$ cat config.mk
export PLATFORM = sky130hd
export DESIGN_NAME = multi_player_card_game
export DESIGN_NICKNAME = d
export VERILOG_FILES = /design/src/rtl/card_game_pkg.sv /design/src/rtl/card_lfsr.sv /design/src/rtl/multi_player_card_game.sv
export SDC_FILE = /design/constraint.sdc
export NUM_CORES = 1
export LEC_CHECK = 0
export ABC_AREA = 1
export CAP_MARGIN = 10
export CORE_UTILIZATION = 60
export DETAILED_ROUTE_END_ITERATION = 10
export PLACE_DENSITY = 0.81
export SLEW_MARGIN = 40
export SYNTH_ARGS = -nofsm -noshare
export SYNTH_HDL_FRONTEND = slang
export SYNTH_SLANG_ARGS = --single-unit
$ cat constraint.sdc
create_clock -name CLK -period 7.3 [get_ports CLK]
set_clock_uncertainty 0.2 [all_clocks]
set_input_delay 1.46 -clock CLK [delete_from_list [all_inputs] [get_ports CLK]]
set_output_delay 1.46 -clock CLK [all_outputs]
set_load 0.05 [all_outputs]
$ cat src/rtl/card_game_pkg.sv
// Shared types and helpers for the multi-player card game controller.
package card_game_pkg;

  typedef enum logic [2:0] {
    StIdle,
    StDeal,
    StWait,
    StDraw,
    StResult
  } state_e;

  localparam logic [15:0] LFSR_TAPS = 16'hB400;

  // WIN is {no_winner, index}; the flag sits just above the player index.
  function automatic int unsigned no_winner_pos(input int unsigned nplayer);
    return $clog2(nplayer);
  endfunction

  // Masks are widened to the 8-player maximum before using these helpers.
  function automatic logic [3:0] popcount8(input logic [7:0] v);
    logic [3:0] cnt;
    cnt = '0;
    for (int i = 0; i < 8; i++) begin
      cnt = cnt + {3'b000, v[i]};
    end
    return cnt;
  endfunction

  function automatic logic [2:0] lowest_set8(input logic [7:0] v);
    logic [2:0] idx;
    idx = '0;
    for (int i = 7; i >= 0; i--) begin
      if (v[i]) idx = 3'(i);
    end
    return idx;
  endfunction

endpackage

$ cat src/rtl/card_lfsr.sv
// Free-running 16-bit Galois LFSR mapped onto card values 1..CARD_MAX.
module card_lfsr #(
  parameter int unsigned CARDW    = 4,
  parameter int unsigned CARD_MAX = 10,
  parameter logic [15:0] SEED     = 16'hACE1
) (
  input  logic             clk,
  input  logic             rst_n,
  output logic [CARDW-1:0] rnd
);
  import card_game_pkg::*;

  logic [15:0]      lfsr_q;
  logic [15:0]      lfsr_d;
  logic [CARDW-1:0] field;

  always_comb begin
    lfsr_d = {1'b0, lfsr_q[15:1]};
    if (lfsr_q[0]) lfsr_d = lfsr_d ^ LFSR_TAPS;
  end

  always_ff @(posedge clk or negedge rst_n) begin
    if (!rst_n) lfsr_q <= SEED;
    else        lfsr_q <= lfsr_d;
  end

  assign field = lfsr_q[CARDW+3:4];
  assign rnd   = (field % CARDW'(CARD_MAX)) + CARDW'(1);

endmodule

$ cat src/rtl/multi_player_card_game.sv
// Deals to NPLAYER hands, serves masked draw rounds, tracks busts and reports one winner.
module multi_player_card_game #(
  parameter int unsigned NPLAYER  = 4,
  parameter int unsigned MAXH     = 21,
  parameter int unsigned CARD_MAX = 10,
  parameter int unsigned CARDW    = 4,
  parameter int unsigned SUMW     = 5,
  parameter logic [15:0] SEED     = 16'hACE1,
  parameter int unsigned PW       = $clog2(NPLAYER)
) (
  input  logic               CLK,
  input  logic               RESET_N,
  input  logic               IN_VALID,
  input  logic               BUTTON,
  input  logic [NPLAYER-1:0] MORE,
  input  logic               TEST_EN,
  input  logic [CARDW-1:0]   TEST_CARD,
  output logic               OUT_VALID,
  output logic [CARDW-1:0]   CARD,
  output logic [PW-1:0]      PLAYER,
  output logic               DONE,
  output logic [PW:0]        WIN,
  output logic [SUMW-1:0]    SUM
);
  import card_game_pkg::*;

  localparam int unsigned     NoWin  = no_winner_pos(NPLAYER);
  localparam logic [SUMW-1:0] MaxSum = SUMW'(MAXH);

  function automatic logic [7:0] widen(input logic [NPLAYER-1:0] v);
    logic [7:0] w;
    w = '0;
    w[NPLAYER-1:0] = v;
    return w;
  endfunction

  logic                          in_valid_q, button_q;
  logic [NPLAYER-1:0]            more_q;
  logic                          req;

  state_e                        state_q, state_d;
  logic [PW-1:0]                 ptr_q, ptr_d;
  logic [NPLAYER-1:0]            eff_q, eff_d;
  logic [NPLAYER-1:0]            bust_q, bust_d;
  logic [NPLAYER-1:0][SUMW-1:0]  sum_q, sum_d;

  logic [CARDW-1:0]              rnd, card;
  logic                          deal, last;
  logic [PW-1:0]                 deal_p;
  logic [SUMW:0]                 add_w;
  logic [SUMW-1:0]               new_sum;

  logic [SUMW-1:0]               best;
  logic [PW-1:0]                 best_idx;
  logic                          any_alive;
  logic [3:0]                    best_cnt;
  logic [PW:0]                   win_d;
  logic [SUMW-1:0]               win_sum_d;

  logic                          out_valid_q, done_q;
  logic [CARDW-1:0]              card_q;
  logic [PW-1:0]                 player_q;
  logic [PW:0]                   win_q;
  logic [SUMW-1:0]               sum_out_q;

  card_lfsr #(
    .CARDW    (CARDW),
    .CARD_MAX (CARD_MAX),
    .SEED     (SEED)
  ) u_lfsr (
    .clk   (CLK),
    .rst_n (RESET_N),
    .rnd   (rnd)
  );

  assign card = TEST_EN ? TEST_CARD : rnd;
  assign req  = in_valid_q & button_q;

  always_comb begin
    state_d = state_q;
    ptr_d   = ptr_q;
    eff_d   = eff_q;
    bust_d  = bust_q;
    sum_d   = sum_q;
    deal    = 1'b0;
    last    = 1'b0;
    deal_p  = '0;
    add_w   = '0;
    new_sum = '0;

    unique case (state_q)
      StIdle: begin
        if (req) begin
          sum_d   = '0;
          bust_d  = '0;
          ptr_d   = '0;
          state_d = StDeal;
        end
      end
      StDeal: begin
        deal   = 1'b1;
        deal_p = ptr_q;
        ptr_d  = ptr_q + PW'(1);
        last   = (ptr_q == PW'(NPLAYER - 1));
      end
      StWait: begin
        if (req) begin
          eff_d   = more_q & ~bust_q;
          state_d = (eff_d == '0) ? StResult : StDraw;
        end
      end
      StDraw: begin
        deal          = 1'b1;
        deal_p        = PW'(lowest_set8(widen(eff_q)));
        eff_d[deal_p] = 1'b0;
        last          = (eff_d == '0);
      end
      StResult: state_d = StIdle;
      default:  state_d = StIdle;
    endcase

    if (deal) begin
      add_w          = {1'b0, sum_q[deal_p]} + (SUMW+1)'(card);
      new_sum        = add_w[SUMW] ? '1 : add_w[SUMW-1:0];
      sum_d[deal_p]  = new_sum;
      bust_d[deal_p] = (new_sum > MaxSum);
      // End check sees the bust state including the card just dealt.
      if (last) state_d = (popcount8(widen(~bust_d)) <= 4'd1) ? StResult : StWait;
    end
  end

  // Winner scan: highest live sum, then count how many live hands share it.
  always_comb begin
    best      = '0;
    best_idx  = '0;
    any_alive = 1'b0;
    best_cnt  = '0;
    win_d     = '0;
    win_sum_d = '0;
    for (int i = 0; i < NPLAYER; i++) begin
      if (!bust_q[i] && (!any_alive || sum_q[i] > best)) begin
        best      = sum_q[i];
        best_idx  = PW'(i);
        any_alive = 1'b1;
      end
    end
    for (int i = 0; i < NPLAYER; i++) begin
      if (!bust_q[i] && sum_q[i] == best) best_cnt = best_cnt + 4'd1;
    end
    if (any_alive && best_cnt == 4'd1) begin
      win_d[PW-1:0] = best_idx;
      win_sum_d     = best;
    end else begin
      win_d[NoWin] = 1'b1;
    end
  end

  always_ff @(posedge CLK or negedge RESET_N) begin
    if (!RESET_N) begin
      in_valid_q  <= 1'b0;
      button_q    <= 1'b0;
      more_q      <= '0;
      state_q     <= StIdle;
      ptr_q       <= '0;
      eff_q       <= '0;
      bust_q      <= '0;
      sum_q       <= '0;
      out_valid_q <= 1'b0;
      card_q      <= '0;
      player_q    <= '0;
      done_q      <= 1'b0;
      win_q       <= {1'b1, {PW{1'b0}}};
      sum_out_q   <= '0;
    end else begin
      in_valid_q  <= IN_VALID;
      button_q    <= BUTTON;
      more_q      <= MORE;
      state_q     <= state_d;
      ptr_q       <= ptr_d;
      eff_q       <= eff_d;
      bust_q      <= bust_d;
      sum_q       <= sum_d;
      out_valid_q <= deal;
      if (deal) begin
        card_q   <= card;
        player_q <= deal_p;
      end
      done_q <= (state_q == StResult);
      if (state_q == StResult) begin
        win_q     <= win_d;
        sum_out_q <= win_sum_d;
      end
    end
  end

  assign OUT_VALID = out_valid_q;
  assign CARD      = card_q;
  assign PLAYER    = player_q;
  assign DONE      = done_q;
  assign WIN       = win_q;
  assign SUM       = sum_out_q;

endmodule

### Word level (Yosys, flattened, before mapping)

Index checks and enable logic that the tools add are counted.
Widths: inputs -> output; s select.

| operators by class | value |
|---|---|
| add/sub/neg operators | 9 |
| divide/modulo/power cells | 1 |
| magnitude comparators | 9 |
| equality and inequality tests | 12 |
| muxes and demuxes | 56 |
| bitwise operators | 7 |
| reductions and logical operators | 27 |

Operator list:

| kind | number |
|---|---|
| $mux 20 | 3 |
| $mux 5 | 8 |
| $mux 4 | 8 |
| $bwmux 20 | 1 |
| $eq 5x5->1 | 4 |
| $mux 2 | 9 |
| $mux 3 | 6 |
| $add 4x1->4 const B | 4 |
| $mux 16 | 1 |
| $gt 5x5->1 | 3 |
| $not 4->4 | 3 |
| $bmux 5 s2 | 1 |
| $demux 5 s2 | 1 |
| $logic_and 1x1->1 | 10 |
| $mux 1 | 10 |
| $pmux 3 s3 | 1 |
| $and 4x4->4 | 2 |
| $logic_not 4->1 | 2 |
| $pmux 2 s2 | 2 |
| $pmux 4 s2 | 1 |
| $add 5x4->6 | 1 |
| $eq 3x2->1 const B | 2 |
| $logic_not 1->1 | 6 |
| $lt 2x3->1 const B | 2 |
| 23 further kinds | 30 |

| word-level totals | value |
|---|---|
| register bits | 71 |
| bits of input ports | 13 |
| output and inout bits | 16 |

### Depth between registers and ports, before layout

| depth | value |
|---|---|
| word-level depth | 25 |
| gate-level depth with buffers | 54 |

### By module

Synthesis repeated with hierarchy kept, for this count alone.

| unflattened totals | value |
|---|---|
| cell total of the unflattened synthesis | 593 |
| area, all modules | 4,626.9 µm² |

Modules (own cells, without submodules):

| module | instances | cells each | area an instance (µm²) | seq. area each (µm²) |
|---|---|---|---|---|
| multi_player_card_game | 1 | 551 | 4,061.4 | 1,377.6 |
| card_lfsr | 1 | 42 | 565.5 | 410.4 |

### Least setup slack after synthesis

Ideal clock, no wire load.

| timing | value |
|---|---|
| kind | reg-to-reg |
| from | reg bust_q[0] |
| to | reg win_q[2] (netlist: WIN[2]) |
| arrival | 5,590 ps |
| slack | 1,434 ps |
| stages on the path, launching flop included | 53 |
| path buffers | 3 |
| cell sequence | dfrtp_1 > buf_2 > nor2_1 > inv_1 > ha_1 > nand2_1 > nor2_2 > nand2_1 > nand3_2 > nand2_2 > nand2_4 > buf_12 > nand3_2 > nand2_1 > inv_1 > ha_1 > nand2_1 > nor2_2 > (+17 left out) > nand2_1 > nand2_2 > o21ai_0 > a221oi_1 > nand2_1 > nor3_1 > ha_1 > inv_1 > nand4_1 > nand2_1 > ha_1 > inv_1 > nor2_2 > nand2_2 > a21oi_4 > nand2_1 > nand2_1 > nand2_1 |

| on the way | value |
|---|---|
| longest elaborated chain between the ends | 25 |

RTL lines:

| element | line | source |
|---|---|---|
| from (decl) | multi_player_card_game.sv:44 | `logic [NPLAYER-1:0] bust_q, bust_d;` |
| from (signal assigned) | multi_player_card_game.sv:181 | `bust_q <= bust_d;` |
| $mux 5 | multi_player_card_game.sv:141 | `if (!bust_q[i] && (!any_alive \|\| sum_q[i] > best)) begin` |
| $gt 5x5->1 | multi_player_card_game.sv:141 |  |
| $logic_or 1x1->1 | multi_player_card_game.sv:141 |  |
| $logic_and 1x1->1 | multi_player_card_game.sv:141 |  |
| $mux 5 / $mux 1 (equally long branches) | multi_player_card_game.sv:141 |  |
| $gt 5x5->1 / $logic_not 1->1 (equally long branches) | multi_player_card_game.sv:141 |  |
| $logic_or 1x1->1 | multi_player_card_game.sv:141 |  |
| $logic_and 1x1->1 | multi_player_card_game.sv:141 |  |
| (+9 left out) | - |  |
| $mux 4 | multi_player_card_game.sv:148 | `if (!bust_q[i] && sum_q[i] == best) best_cnt = best_cnt + 4'd1;` |
| $add 4x1->4 | multi_player_card_game.sv:148 |  |
| $mux 4 | multi_player_card_game.sv:148 |  |
| $add 4x1->4 | multi_player_card_game.sv:148 |  |
| $mux 4 | multi_player_card_game.sv:148 |  |
| $eq 4x1->1 | multi_player_card_game.sv:150 | `if (any_alive && best_cnt == 4'd1) begin` |
| $logic_and 1x1->1 (*) | multi_player_card_game.sv:150 |  |
| $mux 1 (*) | multi_player_card_game.sv:150 |  |
| to (signal assigned) | multi_player_card_game.sv:172 | `win_q <= {1'b1, {PW{1'b0}}};` |
| to (signal assigned) | multi_player_card_game.sv:190 | `win_q <= win_d;` |
| to (decl) | multi_player_card_game.sv:63 | `logic [PW:0] win_q;` |

Mark *: on every way between the ends. The rest lies on a longest branch, timed or not.
A chain may end at the register's enable or synchronous reset.

### Worst setup path in the final report

Same ends and word-level chain as after synthesis.

==> qor.yml <==
status:
  outcome: "complete, no violations"
synthesis:
  post-synth-top-count-cell: "nand2_1"
  ys_seq_area_share_pct: 38.5
  yosys.area.top_type: "dfrtp_1"
  synth-edff-count: 0
  async_flop_share_pct: 100
  synth_top_area_share_pct: 33.4
  netlist_instances: 589
  ys_ff_latch: 71
  syn_area_um2: 4640
  yosys_warnings: 0
  syn_avg_cell_area_um2: 7.88
  synthesis.nets: 631
  synth_common_cells: "nand2_1, inv_1, nand3_1"
  synth-main-ff-cell: "dfrtp_1"
  synthTopCellsByArea: "dfrtp_1, nand2_1, nand3_1"
  ys_types: 38
clock_tree:
  h-tree-depth: 3
  cts.sink_count: 71
  cts_made_buffers: 9
  cts_buffer_depth: 2
  cts_hold_buffers: 0
  cts-root-buf: "clkbuf_8"
  cts_tree: "yes"
  insertion_delay_ps: 350
  path_clk_slew_ps: 70
layout:
  nFillCells: 595
  stdcell_count: 729
  area_growth_pct: 12.5
  n_antenna_cell: 0
  drive_above_1_share_pct: 16.3
  finalNetCount: 667
routing:
  wl_per_cell_um: 15.9
  drcViolationCount: 0
  avgViaCountPerCell: 5.74
  vias: 4181
  detail-route-antenna-nets: 0
  drt_iter0_drc: 332
  routed_wl_um: 11600
  firstDrtPassIters: 5
sta:
  fin_hold_ws_ps: 155
  relSlewSlack_pct: 57.4
  period_share_pct: 91.6
  worst_pin_slew_ps: 638
  hold_viol: 0
  max_freq_ghz: 0.150
  slew_violations: 0
  setup_viol: 0
  period_needed_ps: 6690
placement:
  port_buffers: 28
  dpl.cell_count: 708
  gp_congestion: 0.962
  dp_hpwl_um: 8510
setup_path:
  crit_type: "reg2reg"
  crit_arrival_ps: 6770
  cpMostUsedCell: "nand2_1"
  crit_fanout: 19
  end_kind: "register"
  worstPathRequired_ps: 7380
  critical_path.max_stage_delay_ps: 470
  r2r_slack_ps: 610
  startpoint_type: "register"
  cp_slowest_cell: "dfrtp_2"
floorplanning:
  core_area_um2: 7370
  ioPinCount: 29
  start_util_pct: 63.0
  rows: 31
  die_h_um: 90.0
  fp.dieW_um: 90.0
  die_area_um2: 8090
global_routing:
  grt_max_degree: 72
  grt_pass1_wl_um: 19200
  grt_overflow: 0
  grt.total_usage_pct: 30.2
  antenna_found_initial: 0
  grt_pass1_vias: 4039
worst_hold_path:
  hp-class: "reg2reg"
run:
  maxCapViolCount: 0
[final cells by class]
class	count	area [µm²]	share of cell area, %
Timing Repair Buffer	36	339	6.49
Multi-Input combinational cell	417	2470	47.3
Clock buffer	12	135	2.59
Sequential cell	71	1790	34.3
Inverter	90	342	6.54
Tap cell	99	124	2.37
Clock inverter	4	22.5	0.431
[kinds of logic (layout without fill, tap and decap cells)]
logic type | Yosys count | after routing | share of synthesized area (%)
AND/OR/NAND/NOR | 294 | 294 | 31.9
AO/OA/AOI/OAI | 81 | 81 | 10.1
flip-flops | 71 | 71 | 38.5
buffers and inverters | 101 | 142 | 8.84
adder cells (fa/ha/maj) | 29 | 29 | 8.14
XOR/XNOR | 10 | 10 | 1.89
multiplexers | 3 | 3 | 0.728
[registers in the layout (all words and copies together) (netlist names)]
| register | cells |
|---|---|
| sum_q | 20 |
| CARD | 4 |
| PLAYER | 2 |
| in_valid_q | 1 |
| ptr_q | 2 |
| WIN | 3 |
| SUM | 5 |
| DONE | 1 |
| OUT_VALID | 1 |
| u_lfsr.lfsr_q | 16 |
| button_q | 1 |
| more_q | 4 |
| eff_q | 4 |
| bust_q | 4 |
| state_q | 3 |
[cell usage in the layout, fill, tap and decap left out, types with 2 or more instances in the layout]
cell type        instances
ha_1                    27
nand3_1                 70
nand4_1                  8
inv_2                    5
clkdlybuf4s50_1         27
o21ai_1                  6
buf_4                    7
xor2_1                  10
clkinv_2                 4
a21oi_1                 16
dfrtp_2                  2
inv_1                   83
dfrtp_1                 60
o22ai_1                  9
nand3_2                 25
mux2_2                   3
nand2_1                133
clkbuf_1                 3
nand2_4                  3
nand2_2                 10
a31oi_1                  2
nor2_1                  22
fa_1                     2
dfstp_2                  9
o21ai_0                 37
or2_2                    2
nor2_2                  13
clkbuf_8                 9
a221oi_1                 5
o221ai_1                 2
nor2_4                   3
[routing by layer]
| layer | vias to the layer above | global-route usage (%) | share of wire (%) |
|---|---|---|---|
| met3 | 36 | 5.33 | 6.8 |
| met5 | - | 0 | 0 |
| met2 | 186 | 48.7 | 47 |
| li1 | 2022 | - | - |
| met4 | 0 | 15.6 | 3.4 |
| met1 | 1937 | 39.2 | 43 |
[stage by stage]
| step | utilization, % | cell area [µm²] | setup TNS [ps] | setup slack, ps |
|---|---|---|---|---|
| final | 70.9 | 5220 | 0 | 613 |
| after detailed placement | 67.8 | 5000 | 0 | 404 |
| after global routing | 70.9 | 5220 | -3.66 | -3.07 |
| after floorplan | - | 4640 | 0 | 1430 |
| after CTS | 69.9 | 5150 | 0 | 384 |
| after global placement | 67.8 | 4990 | 0 | 819 |
[worst paths after layout]
check,from,endpoint,cells past startpoint
hold / removal,u_lfsr.lfsr_q[3]$_DFF_PN0_,u_lfsr.lfsr_q[2]$_DFF_PN0_,0
min in group asynchronous,RESET_N,u_lfsr.lfsr_q[14]$_DFF_PN0_,2
setup / recovery,bust_q[0]$_DFF_PN0_,WIN[2]$_DFFE_PN1P_,50
hold reg to reg,u_lfsr.lfsr_q[3]$_DFF_PN0_,u_lfsr.lfsr_q[2]$_DFF_PN0_,0
setup reg to reg,bust_q[0]$_DFF_PN0_,WIN[2]$_DFFE_PN1P_,50
max in group asynchronous,RESET_N,sum_q[4]$_DFF_PN0_,2
[worst max-delay path, delay by kind of cell, from the launching register on]
family	cells	cell delay (ps)
AND/OR/NAND/NOR	33	3310
adder cells (fa/ha/maj)	5	1330
AO/OA/AOI/OAI	5	800
buffers and inverters	7	510
flip-flops	1	470
[what timing repair did]
action	in CTS	in global routing
resized for setup	0	9
setup endpoints to repair	0	8
hold endpoints to repair	0	0
setup buffers	0	5
Power is left out: the tool's default activity adds up to more than one toggle a clock period on the data nets, which glitch-free logic cannot reach.
